**src/rtl/l2_tag_ctrl_if.sv**
```systemverilog
// L2 tag controller bus bundle: lookup request, 4-way tag RAM port,
// one-cycle response and victim write-back handshake.
// slave  = controller side, master = requester / tag RAM / write-back side.
interface l2_tag_ctrl_if;
   logic        req_valid;
   logic        req_ready;
   logic [31:0] req_addr;
   logic        req_write;

   logic        l2_block0_re;
   logic        l2_block1_re;
   logic        l2_block2_re;
   logic        l2_block3_re;
   logic        l2_block0_we;
   logic        l2_block1_we;
   logic        l2_block2_we;
   logic        l2_block3_we;
   logic [8:0]  l2_index;
   logic [17:0] l2_tag_wd;
   logic        l2_dirty_wd;

   logic [17:0] l2_tag0_rd;
   logic [17:0] l2_tag1_rd;
   logic [17:0] l2_tag2_rd;
   logic [17:0] l2_tag3_rd;
   logic        l2_dirty0;
   logic        l2_dirty1;
   logic        l2_dirty2;
   logic        l2_dirty3;
   logic [2:0]  plru;
   logic        l2_complete;

   logic        resp_valid;
   logic        resp_hit;
   logic [1:0]  resp_way;
   logic        resp_victim_dirty;
   logic [17:0] resp_victim_tag;

   logic        wb_req;
   logic        wb_done;

   modport slave (
      input  req_valid, req_addr, req_write,
      output req_ready,
      output l2_block0_re, l2_block1_re, l2_block2_re, l2_block3_re,
      output l2_block0_we, l2_block1_we, l2_block2_we, l2_block3_we,
      output l2_index, l2_tag_wd, l2_dirty_wd,
      input  l2_tag0_rd, l2_tag1_rd, l2_tag2_rd, l2_tag3_rd,
      input  l2_dirty0, l2_dirty1, l2_dirty2, l2_dirty3, plru, l2_complete,
      output resp_valid, resp_hit, resp_way, resp_victim_dirty, resp_victim_tag,
      output wb_req,
      input  wb_done
   );

   modport master (
      output req_valid, req_addr, req_write,
      input  req_ready,
      input  l2_block0_re, l2_block1_re, l2_block2_re, l2_block3_re,
      input  l2_block0_we, l2_block1_we, l2_block2_we, l2_block3_we,
      input  l2_index, l2_tag_wd, l2_dirty_wd,
      output l2_tag0_rd, l2_tag1_rd, l2_tag2_rd, l2_tag3_rd,
      output l2_dirty0, l2_dirty1, l2_dirty2, l2_dirty3, plru, l2_complete,
      input  resp_valid, resp_hit, resp_way, resp_victim_dirty, resp_victim_tag,
      input  wb_req,
      output wb_done
   );
endinterface

```
**src/rtl/l2_tag_ctrl.sv**
```systemverilog
// L2 tag lookup controller for a 4-way, 512-set tag RAM.
// Sequence: IDLE -> READ (all ways) -> CMP -> [WB_WAIT] -> WRITE -> RESP.
// Optional feature: define L2_VICTIM_WB_EN to stall on a dirty miss victim
// until the write-back agent answers wb_done; otherwise wb_req is tied low.
// All strobes and response fields are registered, decoded from next state.
module l2_tag_ctrl (
   input  logic          clk,
   input  logic          rst,
   l2_tag_ctrl_if.slave  bus
);

   typedef enum logic [2:0] {
      IDLE    = 3'd0,
      READ    = 3'd1,
      CMP     = 3'd2,
      WB_WAIT = 3'd3,
      WRITE   = 3'd4,
      RESP    = 3'd5
   } state_t;

   function automatic logic [3:0] way_onehot(input logic [1:0] way);
      way_onehot = 4'b0001 << way;
   endfunction

   state_t      state_q, state_d;
   logic [17:0] tag_q;
   logic [8:0]  index_q;
   logic        write_q;
   logic [1:0]  way_q, way_d;
   logic        hit_q;
   logic        old_dirty_q;
   logic [17:0] old_tag_q;
   logic        dirty_wd_q;
   logic        re_q;
   logic [3:0]  we_q;
   logic        req_ready_q;
   logic        resp_valid_q;
   logic        resp_hit_q;
   logic [1:0]  resp_way_q;
   logic        resp_victim_dirty_q;
   logic [17:0] resp_victim_tag_q;

   logic [17:0] tag_rd_s [4];
   logic [3:0]  dirty_rd_s;
   logic [3:0]  hit_vec_s;
   logic        hit_s;
   logic [1:0]  hit_way_s;
   logic [1:0]  victim_s;
   logic [1:0]  sel_way_s;
   logic [17:0] sel_tag_s;
   logic        sel_dirty_s;
   logic [4:0]  unused_offset_s;

   assign tag_rd_s[0]     = bus.l2_tag0_rd;
   assign tag_rd_s[1]     = bus.l2_tag1_rd;
   assign tag_rd_s[2]     = bus.l2_tag2_rd;
   assign tag_rd_s[3]     = bus.l2_tag3_rd;
   assign dirty_rd_s      = {bus.l2_dirty3, bus.l2_dirty2, bus.l2_dirty1, bus.l2_dirty0};
   assign unused_offset_s = bus.req_addr[4:0];

   // Tag compare with lowest-way priority, PLRU victim and selected-way data.
   always_comb begin
      for (int w = 0; w < 4; w++) begin
         hit_vec_s[w] = (tag_rd_s[w] == tag_q);
      end
      hit_s = |hit_vec_s;
      if (hit_vec_s[0]) begin
         hit_way_s = 2'd0;
      end else if (hit_vec_s[1]) begin
         hit_way_s = 2'd1;
      end else if (hit_vec_s[2]) begin
         hit_way_s = 2'd2;
      end else begin
         hit_way_s = 2'd3;
      end
      if (bus.plru[0]) begin
         victim_s = bus.plru[2] ? 2'd3 : 2'd2;
      end else begin
         victim_s = bus.plru[1] ? 2'd1 : 2'd0;
      end
      sel_way_s   = hit_s ? hit_way_s : victim_s;
      sel_tag_s   = tag_rd_s[sel_way_s];
      sel_dirty_s = dirty_rd_s[sel_way_s];
      way_d       = (state_q == CMP) ? sel_way_s : way_q;
   end

   // Next-state decode.
   always_comb begin
      state_d = state_q;
      case (state_q)
         IDLE: begin
            if (bus.req_valid) begin
               state_d = READ;
            end else begin
               state_d = IDLE;
            end
         end
         READ: state_d = CMP;
         CMP: begin
`ifdef L2_VICTIM_WB_EN
            if (!hit_s && sel_dirty_s) begin
               state_d = WB_WAIT;
            end else begin
               state_d = WRITE;
            end
`else
            state_d = WRITE;
`endif
         end
         WB_WAIT: begin
`ifdef L2_VICTIM_WB_EN
            if (bus.wb_done) begin
               state_d = WRITE;
            end else begin
               state_d = WB_WAIT;
            end
`else
            state_d = IDLE;
`endif
         end
         WRITE: begin
            if (bus.l2_complete) begin
               state_d = RESP;
            end else begin
               state_d = WRITE;
            end
         end
         RESP:    state_d = IDLE;
         default: state_d = IDLE;
      endcase
   end

   // State register.
   always_ff @(posedge clk) begin
      if (rst) begin
         state_q <= IDLE;
      end else begin
         state_q <= state_d;
      end
   end

   // Latch tag, index and write flag when a request is accepted.
   always_ff @(posedge clk) begin
      if (rst) begin
         tag_q   <= 18'd0;
         index_q <= 9'd0;
         write_q <= 1'b0;
      end else if (state_q == IDLE && bus.req_valid) begin
         tag_q   <= bus.req_addr[31:14];
         index_q <= bus.req_addr[13:5];
         write_q <= bus.req_write;
      end
   end

   // Capture lookup result and the dirty bit to write back into the set.
   always_ff @(posedge clk) begin
      if (rst) begin
         way_q       <= 2'd0;
         hit_q       <= 1'b0;
         old_dirty_q <= 1'b0;
         old_tag_q   <= 18'd0;
         dirty_wd_q  <= 1'b0;
      end else if (state_q == CMP) begin
         way_q       <= sel_way_s;
         hit_q       <= hit_s;
         old_dirty_q <= sel_dirty_s;
         old_tag_q   <= sel_tag_s;
         dirty_wd_q  <= (hit_s & sel_dirty_s) | write_q;
      end
   end

   // Registered strobes, handshake and response, decoded from next state.
   always_ff @(posedge clk) begin
      if (rst) begin
         req_ready_q         <= 1'b1;
         re_q                <= 1'b0;
         we_q                <= 4'b0000;
         resp_valid_q        <= 1'b0;
         resp_hit_q          <= 1'b0;
         resp_way_q          <= 2'd0;
         resp_victim_dirty_q <= 1'b0;
         resp_victim_tag_q   <= 18'd0;
      end else begin
         req_ready_q  <= (state_d == IDLE);
         re_q         <= (state_d == READ);
         we_q         <= (state_d == WRITE) ? way_onehot(way_d) : 4'b0000;
         resp_valid_q <= (state_d == RESP);
         if (state_d == RESP) begin
            resp_hit_q          <= hit_q;
            resp_way_q          <= way_q;
            resp_victim_dirty_q <= ~hit_q & old_dirty_q;
            resp_victim_tag_q   <= old_tag_q;
         end
      end
   end

`ifdef L2_VICTIM_WB_EN
   logic wb_req_q;

   // Write-back request follows WB_WAIT occupancy.
   always_ff @(posedge clk) begin
      if (rst) begin
         wb_req_q <= 1'b0;
      end else begin
         wb_req_q <= (state_d == WB_WAIT);
      end
   end

   assign bus.wb_req = wb_req_q;
`else
   logic unused_wb_done_s;
   assign unused_wb_done_s = bus.wb_done;
   assign bus.wb_req       = 1'b0;
`endif

   assign bus.req_ready         = req_ready_q;
   assign bus.l2_block0_re      = re_q;
   assign bus.l2_block1_re      = re_q;
   assign bus.l2_block2_re      = re_q;
   assign bus.l2_block3_re      = re_q;
   assign bus.l2_block0_we      = we_q[0];
   assign bus.l2_block1_we      = we_q[1];
   assign bus.l2_block2_we      = we_q[2];
   assign bus.l2_block3_we      = we_q[3];
   assign bus.l2_index          = index_q;
   assign bus.l2_tag_wd         = tag_q;
   assign bus.l2_dirty_wd       = dirty_wd_q;
   assign bus.resp_valid        = resp_valid_q;
   assign bus.resp_hit          = resp_hit_q;
   assign bus.resp_way          = resp_way_q;
   assign bus.resp_victim_dirty = resp_victim_dirty_q;
   assign bus.resp_victim_tag   = resp_victim_tag_q;

endmodule

```
**src/flat_wrapper.sv**
```systemverilog
// flat-port wrapper written by rule: the top's interface ports become plain ports
module l2_tag_ctrl_flat 
  (clk, rst, bus_req_valid, bus_req_addr, bus_req_write, bus_req_ready, bus_l2_block0_re, bus_l2_block1_re, bus_l2_block2_re, bus_l2_block3_re, bus_l2_block0_we, bus_l2_block1_we, bus_l2_block2_we, bus_l2_block3_we, bus_l2_index, bus_l2_tag_wd, bus_l2_dirty_wd, bus_l2_tag0_rd, bus_l2_tag1_rd, bus_l2_tag2_rd, bus_l2_tag3_rd, bus_l2_dirty0, bus_l2_dirty1, bus_l2_dirty2, bus_l2_dirty3, bus_plru, bus_l2_complete, bus_resp_valid, bus_resp_hit, bus_resp_way, bus_resp_victim_dirty, bus_resp_victim_tag, bus_wb_req, bus_wb_done);
  l2_tag_ctrl_if bus_i ();
  input  logic clk;
  input  logic rst;
  input wire logic [$bits(bus_i.req_valid)-1:0] bus_req_valid;
  input wire logic [$bits(bus_i.req_addr)-1:0] bus_req_addr;
  input wire logic [$bits(bus_i.req_write)-1:0] bus_req_write;
  output wire logic [$bits(bus_i.req_ready)-1:0] bus_req_ready;
  output wire logic [$bits(bus_i.l2_block0_re)-1:0] bus_l2_block0_re;
  output wire logic [$bits(bus_i.l2_block1_re)-1:0] bus_l2_block1_re;
  output wire logic [$bits(bus_i.l2_block2_re)-1:0] bus_l2_block2_re;
  output wire logic [$bits(bus_i.l2_block3_re)-1:0] bus_l2_block3_re;
  output wire logic [$bits(bus_i.l2_block0_we)-1:0] bus_l2_block0_we;
  output wire logic [$bits(bus_i.l2_block1_we)-1:0] bus_l2_block1_we;
  output wire logic [$bits(bus_i.l2_block2_we)-1:0] bus_l2_block2_we;
  output wire logic [$bits(bus_i.l2_block3_we)-1:0] bus_l2_block3_we;
  output wire logic [$bits(bus_i.l2_index)-1:0] bus_l2_index;
  output wire logic [$bits(bus_i.l2_tag_wd)-1:0] bus_l2_tag_wd;
  output wire logic [$bits(bus_i.l2_dirty_wd)-1:0] bus_l2_dirty_wd;
  input wire logic [$bits(bus_i.l2_tag0_rd)-1:0] bus_l2_tag0_rd;
  input wire logic [$bits(bus_i.l2_tag1_rd)-1:0] bus_l2_tag1_rd;
  input wire logic [$bits(bus_i.l2_tag2_rd)-1:0] bus_l2_tag2_rd;
  input wire logic [$bits(bus_i.l2_tag3_rd)-1:0] bus_l2_tag3_rd;
  input wire logic [$bits(bus_i.l2_dirty0)-1:0] bus_l2_dirty0;
  input wire logic [$bits(bus_i.l2_dirty1)-1:0] bus_l2_dirty1;
  input wire logic [$bits(bus_i.l2_dirty2)-1:0] bus_l2_dirty2;
  input wire logic [$bits(bus_i.l2_dirty3)-1:0] bus_l2_dirty3;
  input wire logic [$bits(bus_i.plru)-1:0] bus_plru;
  input wire logic [$bits(bus_i.l2_complete)-1:0] bus_l2_complete;
  output wire logic [$bits(bus_i.resp_valid)-1:0] bus_resp_valid;
  output wire logic [$bits(bus_i.resp_hit)-1:0] bus_resp_hit;
  output wire logic [$bits(bus_i.resp_way)-1:0] bus_resp_way;
  output wire logic [$bits(bus_i.resp_victim_dirty)-1:0] bus_resp_victim_dirty;
  output wire logic [$bits(bus_i.resp_victim_tag)-1:0] bus_resp_victim_tag;
  output wire logic [$bits(bus_i.wb_req)-1:0] bus_wb_req;
  input wire logic [$bits(bus_i.wb_done)-1:0] bus_wb_done;
  assign bus_i.req_valid = bus_req_valid;
  assign bus_i.req_addr = bus_req_addr;
  assign bus_i.req_write = bus_req_write;
  assign bus_req_ready = bus_i.req_ready;
  assign bus_l2_block0_re = bus_i.l2_block0_re;
  assign bus_l2_block1_re = bus_i.l2_block1_re;
  assign bus_l2_block2_re = bus_i.l2_block2_re;
  assign bus_l2_block3_re = bus_i.l2_block3_re;
  assign bus_l2_block0_we = bus_i.l2_block0_we;
  assign bus_l2_block1_we = bus_i.l2_block1_we;
  assign bus_l2_block2_we = bus_i.l2_block2_we;
  assign bus_l2_block3_we = bus_i.l2_block3_we;
  assign bus_l2_index = bus_i.l2_index;
  assign bus_l2_tag_wd = bus_i.l2_tag_wd;
  assign bus_l2_dirty_wd = bus_i.l2_dirty_wd;
  assign bus_i.l2_tag0_rd = bus_l2_tag0_rd;
  assign bus_i.l2_tag1_rd = bus_l2_tag1_rd;
  assign bus_i.l2_tag2_rd = bus_l2_tag2_rd;
  assign bus_i.l2_tag3_rd = bus_l2_tag3_rd;
  assign bus_i.l2_dirty0 = bus_l2_dirty0;
  assign bus_i.l2_dirty1 = bus_l2_dirty1;
  assign bus_i.l2_dirty2 = bus_l2_dirty2;
  assign bus_i.l2_dirty3 = bus_l2_dirty3;
  assign bus_i.plru = bus_plru;
  assign bus_i.l2_complete = bus_l2_complete;
  assign bus_resp_valid = bus_i.resp_valid;
  assign bus_resp_hit = bus_i.resp_hit;
  assign bus_resp_way = bus_i.resp_way;
  assign bus_resp_victim_dirty = bus_i.resp_victim_dirty;
  assign bus_resp_victim_tag = bus_i.resp_victim_tag;
  assign bus_wb_req = bus_i.wb_req;
  assign bus_i.wb_done = bus_wb_done;
  l2_tag_ctrl u_core (.clk(clk), .rst(rst), .bus(bus_i));
endmodule
```
**config.mk**
```make
export PLATFORM = sky130hd
export DESIGN_NAME = l2_tag_ctrl_flat
export DESIGN_NICKNAME = d
export VERILOG_FILES = /design/src/rtl/l2_tag_ctrl_if.sv /design/src/rtl/l2_tag_ctrl.sv /design/src/flat_wrapper.sv
export SDC_FILE = /design/constraint.sdc
export NUM_CORES = 1
export LEC_CHECK = 0
export BUFFER_PORTS_ARGS = -buffer_cell sky130_fd_sc_hd__buf_4
export CORE_MARGIN = 2
export CORE_UTILIZATION = 50
export CTS_BUF_LIST = sky130_fd_sc_hd__clkbuf_8
export CTS_CLUSTER_DIAMETER = 120
export DETAILED_ROUTE_END_ITERATION = 8
export PLACE_DENSITY = 0.86
export SLEW_MARGIN = 15
export SYNTH_ARGS = -nofsm -noshare
export SYNTH_HDL_FRONTEND = slang
export SYNTH_SLANG_ARGS = --single-unit
```
**constraint.sdc**
```tcl
create_clock -name clk -period 2.61 [get_ports clk]
set_clock_uncertainty 0.1 [all_clocks]
set_input_delay 0.522 -clock clk [delete_from_list [all_inputs] [get_ports clk]]
set_output_delay 0.522 -clock clk [all_outputs]
set_load 0.02 [all_outputs]
```
# Word level (Yosys, flattened, before mapping)
# Index checks and enable logic that the tools add are counted.
[word_totals]
regBits = 83
inputBits = 117
out_inout_bits = 61
wordCells = 57
[op_classes]
magnitude_cmp = 2
n_eq_ne = 10
shift = 1
n_mux = 16
n_bitwise = 6
n_reduce_logical = 5
[ops]
columns = ["operator", "n"]
rows = [
  ["== test 18 bit", 4],
  ["binary-select mux 18 bit (select 2 bit)", 1],
  ["two-way mux 18 bit", 2],
  ["one-hot mux 3 bit (4 select lines)", 1],
  ["two-way mux 2 bit", 5],
  ["== test 3 bit (second input constant)", 3],
  ["== test 3 x 1 -> 1 bit (second input constant)", 2],
  ["logical NOT 3 bit", 2],
  ["two-way mux 1 bit", 6],
  ["OR reduction 4 bit", 1],
  ["<< shifter 1 x 2 -> 4 bit (first input constant)", 1],
  ["== test 3 x 2 -> 1 bit (second input constant)", 1],
  [">= comparator 3 bit (second input constant)", 1],
  ["< comparator 2 x 3 -> 1 bit (second input constant)", 1],
  ["NOT 2 -> 3 bit", 1],
  ["AND 1 bit", 2],
  ["binary-select mux 1 bit (select 2 bit)", 1],
  ["NOT 1 bit", 2],
  ["OR reduction 2 bit", 1],
  ["logical AND 1 bit", 1],
  ["bitwise OR 1 bit", 1],
]

# Longest topological paths before layout
# Gate-level depths: netlist of run 1.
[depth]
depth_word = 9
mapped_depth = 10
ltp_nobuf = 8

# Worst setup path after synthesis of run 1
# Ideal clock, no wire load.
[synth_path]
kind = "register -> register"
start = "reg u_core.tag_q[6], in the netlist u_core.bus.l2_tag_wd[6]"
end = "reg u_core.old_tag_q[17]"
arrival_time_ps = 2149
required_ps = 2374
slack_ps = 226
stages_incl_launch_ff = 11
path_buffers = 2
path_cell_list = "dfxtp_1 buf_2 xnor2_1 nand4_1 nor3_1 nand4_1 a21boi_4 nor2_4 buf_6 a2111oi_0 a211oi_1"
[synth_between]
elab_chain_len = 9
elab_cells_between_ends = 13
[synth_rtl]
columns = ["item", "line_no", "rtl"]
rows = [
  ["start, declared", "l2_tag_ctrl.sv:26", "logic [17:0] tag_q;"],
  ["start signal, assigned", "l2_tag_ctrl.sv:149", "tag_q <= bus.req_addr[31:14];"],
  ["== test 18 bit", "l2_tag_ctrl.sv:64", "hit_vec_s[w] = (tag_rd_s[w] == tag_q);"],
  ["two-way mux 1 bit", "l2_tag_ctrl.sv:71", "end else if (hit_vec_s[2]) begin"],
  ["two-way mux 2 bit", "l2_tag_ctrl.sv:69", "end else if (hit_vec_s[1]) begin"],
  ["two-way mux 2 bit", "l2_tag_ctrl.sv:67", "if (hit_vec_s[0]) begin"],
  ["two-way mux 2 bit (*)", "l2_tag_ctrl.sv:81", "sel_way_s = hit_s ? hit_way_s : victim_s;"],
  ["NOT 2 -> 3 bit (implied by the code) (*)", "l2_tag_ctrl.sv:82", "sel_tag_s = tag_rd_s[sel_way_s];"],
  ["binary-select mux 18 bit (select 2 bit) (*)", "l2_tag_ctrl.sv:82", ""],
  ["two-way mux 18 bit (implied by the code) (*) (2 in series)", "l2_tag_ctrl.sv:82", ""],
  ["end signal, assigned", "l2_tag_ctrl.sv:167", "old_tag_q <= sel_tag_s;"],
  ["end, declared", "l2_tag_ctrl.sv:32", "logic [17:0] old_tag_q;"],
]
# Every way passes the cells marked *; elsewhere a longest branch is shown, timed or not. The select of a mux whose other input is x is not followed.
# A chain may end at the register's enable or synchronous reset.

# Final worst setup path of run 1
[layout_path]
start = "reg u_core.tag_q[15], in the netlist u_core.bus.l2_tag_wd[15]"
end = "reg u_core.old_tag_q[3]"
# The elaborated chain is that of the path after synthesis.

==> flow_summary_export.csv, run 1 <==
group,metric,value,unit
finish,area_growth_syn_to_layout,38.98,%
timing,hold_viol,0,
synth,yosys.area.top_type,"dfxtp_1",
run,max-cap-violations,0,
placement,dpl.hpwl,11450,µm
timing,fmax,396.5,MHz
critical_path,crit_chain,"xor2_1 -> nor4_2 -> buf_4 -> nand4_1 -> a21boi_4 -> nor2_4 -> buf_12 -> mux2i_1 -> o221ai_1",
floorplanning,die-area,9580,µm²
synth,synthDistinctLibCells,46,
synth,synth_most_common_cell,"nand2_1",
critical_path,crit_fanout,11,
clock_tree,clockBufferDepth,2,
timing,rsz0062_at_grt,"true",
finish,antenna_cells,0,
floorplanning,die_w,97.88,µm
clock_tree,cts_tree,"yes",
timing,fin_setup_tns,0,ns
finish,final_core_util,0.7092,
synth,synth_fp_nets,640,
detailed_routing,vias,4527,
detailed_routing,routedWlPerCell,18.55,µm
synth,synth_edf_count,0,
timing,drv_slew,0,
synth,ys.flop_type,"dfxtp_1",
floorplanning,rows,34,
critical_path,crit_path_top_delay_cell,"nor4_2",
detailed_routing,dr.pass1.iters,4,
power,p_leak,2.621,nW
critical_path,critPathMaxStageDelay,0.38,ns
timing,tightest_slew,0.7509,ns
timing,setup_viol,0,
synth,netlist_area,4407,µm²
timing,relSlewSlack,0.4994,
clock_tree,cts.reportedPaths.clkPinSlew,0.10,ns
placement,routabilityCongestion,0.9956,
global_routing,grt_max_degree,38,
synth,synth_seq_cells,83,
synth,synth_top_area_share,0.3771,
clock_tree,cts.htree.levels,3,
global_routing,grt_pass1_wl,23360,µm
synth,seq_area_frac_synth,0.3771,
global_routing,grt_use_total,0.3073,
timing,final.period_utilization,0.9663,
floorplanning,io_pins,178,
global_routing,grt_remaining_overflow,0,
critical_path,cp.arrival,2.66,ns
power,powerDensity,489.3,nW/µm²
synth,synth_area_leaders,"dfxtp_1, nand2_1, xnor2_1",
global_routing,first_global_vias,4424,
finish,drive_gt1_frac,0.3627,
synth,yosys_warnings,0,
status,status,"complete, no violations",
detailed_routing,routed_wirelength,14840,µm
finish,fillers,685,
synth,syn_area_per_cell,8.426,µm²
detailed_routing,drt-initial-drc-count,275,
clock_tree,cts_made_buffers,9,
clock_tree,clock_latency,0.37,ns
clock_tree,clock_sinks,83,
critical_path,critPathKind,"register to register",
finish,layout.nets,804,
detailed_routing,drtAntennaViolNets,0,
global_routing,antenna_found_initial,0,
synth,synth_cells,523,
floorplanning,core,8636,µm²
timing,min_period,2.522,ns
critical_path,start_kind,"register",
detailed_routing,drc_errors,0,
clock_tree,cts_root_buffer,"clkbuf_8",
critical_path,worst_setup_path_end_kind,"register",
synth,synthArstFlopShare,0,
min_path,min_path_type,"input port to register",
synth,synth_common_cells,"nand2_1, dfxtp_1, a21oi_1",
floorplanning,start_util,0.5103,
power,ir_drop,267.3,µV
floorplanning,die_h,97.88,µm
critical_path,required,2.75,ns
detailed_routing,detail_route.vias_per_cell,5.659,
placement,placement.io_buffers,170,
## sequential cells by signal, summed over array words and instances (netlist names)
| register | flops |
|---|---|
| u_core.old_dirty_q | 1 |
| u_core.way_q | 2 |
| u_core.we_q | 4 |
| u_core.hit_q | 1 |
| u_core.bus.resp_victim_tag | 18 |
| u_core.bus.l2_tag_wd | 18 |
| u_core.bus.l2_block0_re | 1 |
| u_core.bus.l2_index | 9 |
| u_core.bus.resp_victim_dirty | 1 |
| u_core.bus.req_ready | 1 |
| u_core.old_tag_q | 18 |
| u_core.write_q | 1 |
| u_core.bus.l2_dirty_wd | 1 |
| u_core.bus.resp_valid | 1 |
| u_core.bus.resp_way | 2 |
| u_core.state_q | 3 |
| u_core.bus.resp_hit | 1 |
## where the power goes
part	internal [mW]	total, mW	leakage, nW	switching, mW
Clock	0.350	0.856	0.0850	0.506
Sequential	1.33	1.40	0.681	0.0728
Combinational	0.367	0.742	1.86	0.375
## critical path: cells and delay by family, from the launching register on
family	cells	cell delay, ns
mux	1	0.28
xor+xnor	1	0.20
buf+inv	2	0.36
flops	1	0.37
compound gates	2	0.34
simple gates	3	0.73
## final timing paths
check / start / endpoint / slack, ns / cells past startpoint
worst max register to register: u_core.bus.l2_tag_wd[15] / u_core.old_tag_q[3] / 0.09 / 9
worst min register to register: u_core.old_tag_q[4] / u_core.bus.resp_victim_tag[4] / 0.35 / 2
worst max-delay path: u_core.bus.l2_tag_wd[15] / u_core.old_tag_q[3] / 0.09 / 9
worst min-delay path: bus_req_addr[30] / u_core.bus.l2_tag_wd[16] / 0.28 / 3
## cell usage in the layout, fill, tap and decap left out, types with 2 or more instances in the layout
master      netlist  layout
a2111oi_0         8       2
a2111oi_1         0       4
a2111oi_2         0       2
a211oi_1          9       9
a21oi_1          54      54
buf_12            0       2
buf_4             6     203
clkbuf_8          0       9
clkinvlp_4        0       3
dfxtp_1          83      69
dfxtp_2           0      14
mux2i_1          32      32
nand2_1         115     115
nand2b_1          2       2
nand3_1           2       2
nand3b_1          2       2
nand4_1          12      12
nor2_1           12      12
nor2b_1           2       2
nor3_1            5       4
nor4_1            6       4
nor4_2            1       3
o21a_1            9       9
o21ai_0           4       4
o21bai_1          8       8
o221ai_1         10      10
xnor2_1          45      44
xor2_1           28      28
## area by class of cell
type	instances	area, µm²	area share
Multi-Input combinational cell	386	2556	0.4174
Clock buffer	9	123.9	0.02022
Clock inverter	7	51.30	0.008376
Timing Repair Buffer	206	1575	0.2572
Tap cell	108	135.1	0.02206
Sequential cell	83	1679	0.2742
Inverter	1	3.754	0.0006129
## metrics by stage
| step | area, µm² | power [mW] | worst slack (ns) | instances | hold slack [ns] |
|---|---|---|---|---|---|
| 2_1_floorplan | 4407 | 1.800 | 0.2258 | 523 | 0.3320 |
| 3_3_place_gp | 5868 | 2.121 | -0.2027 | 783 | 0.3398 |
| 3_5_place_dp | 5868 | 2.139 | -0.2307 | 783 | 0.3488 |
| 4_1_cts | 6061 | 2.980 | -0.0002316 | 799 | 0.2875 |
| 5_1_grt | 6125 | 3.115 | -0.003057 | 800 | 0.2954 |
| 6_report | 6125 | 2.997 | 0.08804 | 800 | 0.2845 |
## what timing repair did
item,4_1_cts,5_1_grt
buffers inserted,0,1
pin swaps,0,1
setup endpoints to repair,8,20
gates resized for setup,3,25
cloned,0,0
hold buffers,0,0
## routing by layer
layer  part of all wire  vias to the layer above  wire, µm  track usage
met5                  0                        -         0            0
met4              0.033                        0       489       0.1197
met3              0.075                       41      1110      0.05154
met2               0.50                      221      7354       0.5300
met1               0.40                     2150      5887       0.3834
li1                   -                     2115         -            -
## logic make-up (layout without fill, tap and decap cells)
family | count (synthesis) | after routing | synth area share
muxes | 33 | 33 | 0.07524
xor gates and xnor gates | 73 | 73 | 0.1451
buffers and inverters | 54 | 223 | 0.06019
DFF | 83 | 83 | 0.3771
AOI/OAI and AO/OA | 111 | 111 | 0.1678
other | 1 | 1 | 0.0008510
and+or+nand+nor | 168 | 168 | 0.1738
No activity file was read; power rests on OpenSTA's default activity.
==> inputs of run 2 (changes only) <==
MAX_ROUTING_LAYER = met4   (was not set)
==> run 2 against run 1 <==
Effect of this change: the flow now finishes with violations (negative setup slack); count of clock-buffer cells in the layout increased by 1; combinational power increased by 4.7%; sequential power about the same; design area increased by 2.6%; sequential share of layout area decreased by 0.65 points; die area unchanged; maximum frequency decreased by 4.1%; cell count increased by 0.38%; hold slack improved by 0.0018 ns; first-iteration DRC count increased by 16%; non-clock buffer count increased by 3.
==> flow_summary_export.csv, run 2 (synthesis results as in run 1) <==
group,metric,value,unit
finish,multi_input_area,2604,µm²
critical_path,critPathKind,"register to register",
floorplanning,core,8636,µm²
timing,final.period_utilization,1.007,
clock_tree,cts_root_buffer,"clkbuf_8",
power,p_seq_frac,0.444,
power,p_comb_frac,0.247,
finish,final_cell_mix,"buf_4, nand2_1, dfxtp_1, a21oi_1, xnor2_1",
critical_path,crit_path_top_delay_cell,"nor4_2",
detailed_routing,drt-initial-drc-count,319,
placement,routabilityCongestion,1.007,
timing,postLayoutSetupSlackWorst,-0.01926,ns
floorplanning,rows,34,
timing,drv_slew,0,
finish,antenna_cells,0,
min_path,min_path_type,"input port to register",
critical_path,required,2.74,ns
power,p_int,2.187,mW
detailed_routing,detail_route.vias_per_cell,5.640,
clock_tree,postCtsHoldBufs,0,
detailed_routing,drtAntennaViolNets,0,
detailed_routing,drc_errors,0,
global_routing,grt_remaining_overflow,0,
detailed_routing,dr.pass1.iters,5,
critical_path,cp.arrival,2.76,ns
timing,rsz0062_at_grt,"true",
clock_tree,clockBufferDepth,2,
placement,placed_cells,781,
power,power.share.switching,0.3050,
finish,stdcell_count,803,
critical_path,start_kind,"register",
timing,tightest_slew,0.7549,ns
clock_tree,clock_sinks,83,
clock_tree,cts.reportedPaths.clkPinSlew,0.09,ns
critical_path,crit_fanout,7,
power,p_leak,2.668,nW
placement,placement.io_buffers,170,
global_routing,first_global_vias,4344,
timing,fmax,380.3,MHz
finish,layout.nets,807,
floorplanning,start_util,0.5103,
finish,area_growth_syn_to_layout,42.59,%
run,max-cap-violations,0,
global_routing,grt_max_degree,70,
power,pwr-share-clk,0.309,
clock_tree,clock_latency,0.37,ns
clock_tree,cts_made_buffers,9,
clock_tree,cts.htree.levels,3,
placement,dpl.hpwl,11320,µm
finish,drive_gt1_frac,0.3770,
clock_tree,cts_tree,"yes",
floorplanning,die_h,97.88,µm
finish,seq_area,1682,µm²
global_routing,grt_pass1_wl,22560,µm
status,status,"finished with violations",
critical_path,crit_chain,"xor2_1 -> nor4_2 -> nand3_1 -> o21ai_2 -> a21boi_4 -> nor2_4 -> clkbuf_16 -> mux2i_1 -> o221ai_1",
placement,post-place-ws,-0.2655,ns
finish,fillers,623,
floorplanning,die-area,9580,µm²
power,ir_drop,295.1,µV
finish,final_common_cell,"buf_4",
detailed_routing,vias,4529,
critical_path,critPathMaxStageDelay,0.40,ns
detailed_routing,routedWlPerCell,18.86,µm
status,violations,"negative setup slack",
critical_path,worst_setup_path_end_kind,"register",
detailed_routing,routed_wirelength,15140,µm
power,p_total,3.146,mW
power,powerDensity,500.7,nW/µm²
floorplanning,io_pins,178,
timing,min_period,2.629,ns
power,switchingPower,959.6,µW
critical_path,path_delay_family,"simple AND/OR/NAND/NOR gates",
global_routing,grt_use_total,0.3078,
global_routing,antenna_found_initial,0,
floorplanning,die_w,97.88,µm
timing,hold_viol,0,
critical_path,critical_path_buf_inv_count,1,
timing,setup_viol,1,
timing,relSlewSlack,0.4968,
==> run 2: cell count changes in the layout (fill, tap and decap cells not counted), moves of 2 or more <==
cell / delta
clkinvlp_4: -2
nor4_2: +2
clkinv_4: +3
mux2i_4: +2
mux2i_1: -3
nor4_1: -2
clkbuf_16: +2
==> run 2: cell type report <==
class,instances,share of cell area
clock buffers,10,0.02190
clock inverters,6,0.01155
inverters,1,0.0005974
multi-input cells,386,0.4144
flip-flops and latches,83,0.2676
well taps,108,0.02151
repair buffers,209,0.2624
==> run 2: per-stage QoR <==
stage                 util  hold slack, ns  instance area [µm²]  setup TNS [ns]
finish              0.7276          0.2863                 6284        -0.01926
global route        0.7276          0.2934                 6284         -0.7999
CTS                 0.7065          0.2859                 6101               0
detailed placement  0.6792          0.3480                 5866          -3.585
global placement    0.6792          0.3388                 5866          -2.841
floorplan                -          0.3320                 4407               0
==> run 2: tightest hold or removal path, cell delays in order <==
cell and delay, ns:
buf_4 0.11, nand2_1 0.04, a21oi_1 0.05
==> run 2: timing repair <==
item / in CTS / in global routing
gates resized for setup: 6 / 33
setup buffers: 0 / 4
cloned: 0 / 2
setup endpoints to repair: 8 / 24
pin swaps: 1 / 7
==> run 2: metal layers <==
metal / wire length, µm / up-vias / track usage
li1: - / 2136 / -
met1: 5994 / 2131 / 0.3758
met2: 7649 / 212 / 0.5063
met3: 970 / 50 / 0.04939
met4: 529 / 0 / 0.1282
met5: 0 / - / -
==> run 2: power groups by stage <==
stage,logic (mW),clock network [mW],registers [mW]
after floorplan,0.381,0,1.42
after global placement,0.705,0,1.42
after detailed placement,0.717,0,1.42
after CTS,0.726,0.987,1.39
after global routing,0.819,1.04,1.40
final,0.777,0.972,1.40
==> run 2: path summary, 6_finish.rpt <==
check | startpoint | end | slack [ns] | cells past startpoint
max | u_core.bus.l2_tag_wd[11] | u_core.old_tag_q[8] | -0.02 | 9
min | bus_req_addr[13] | u_core.bus.l2_index[8] | 0.29 | 3
max reg2reg | u_core.bus.l2_tag_wd[11] | u_core.old_tag_q[8] | -0.02 | 9
min reg2reg | u_core.bus.resp_victim_tag[11] | u_core.bus.resp_victim_tag[11] | 0.36 | 2
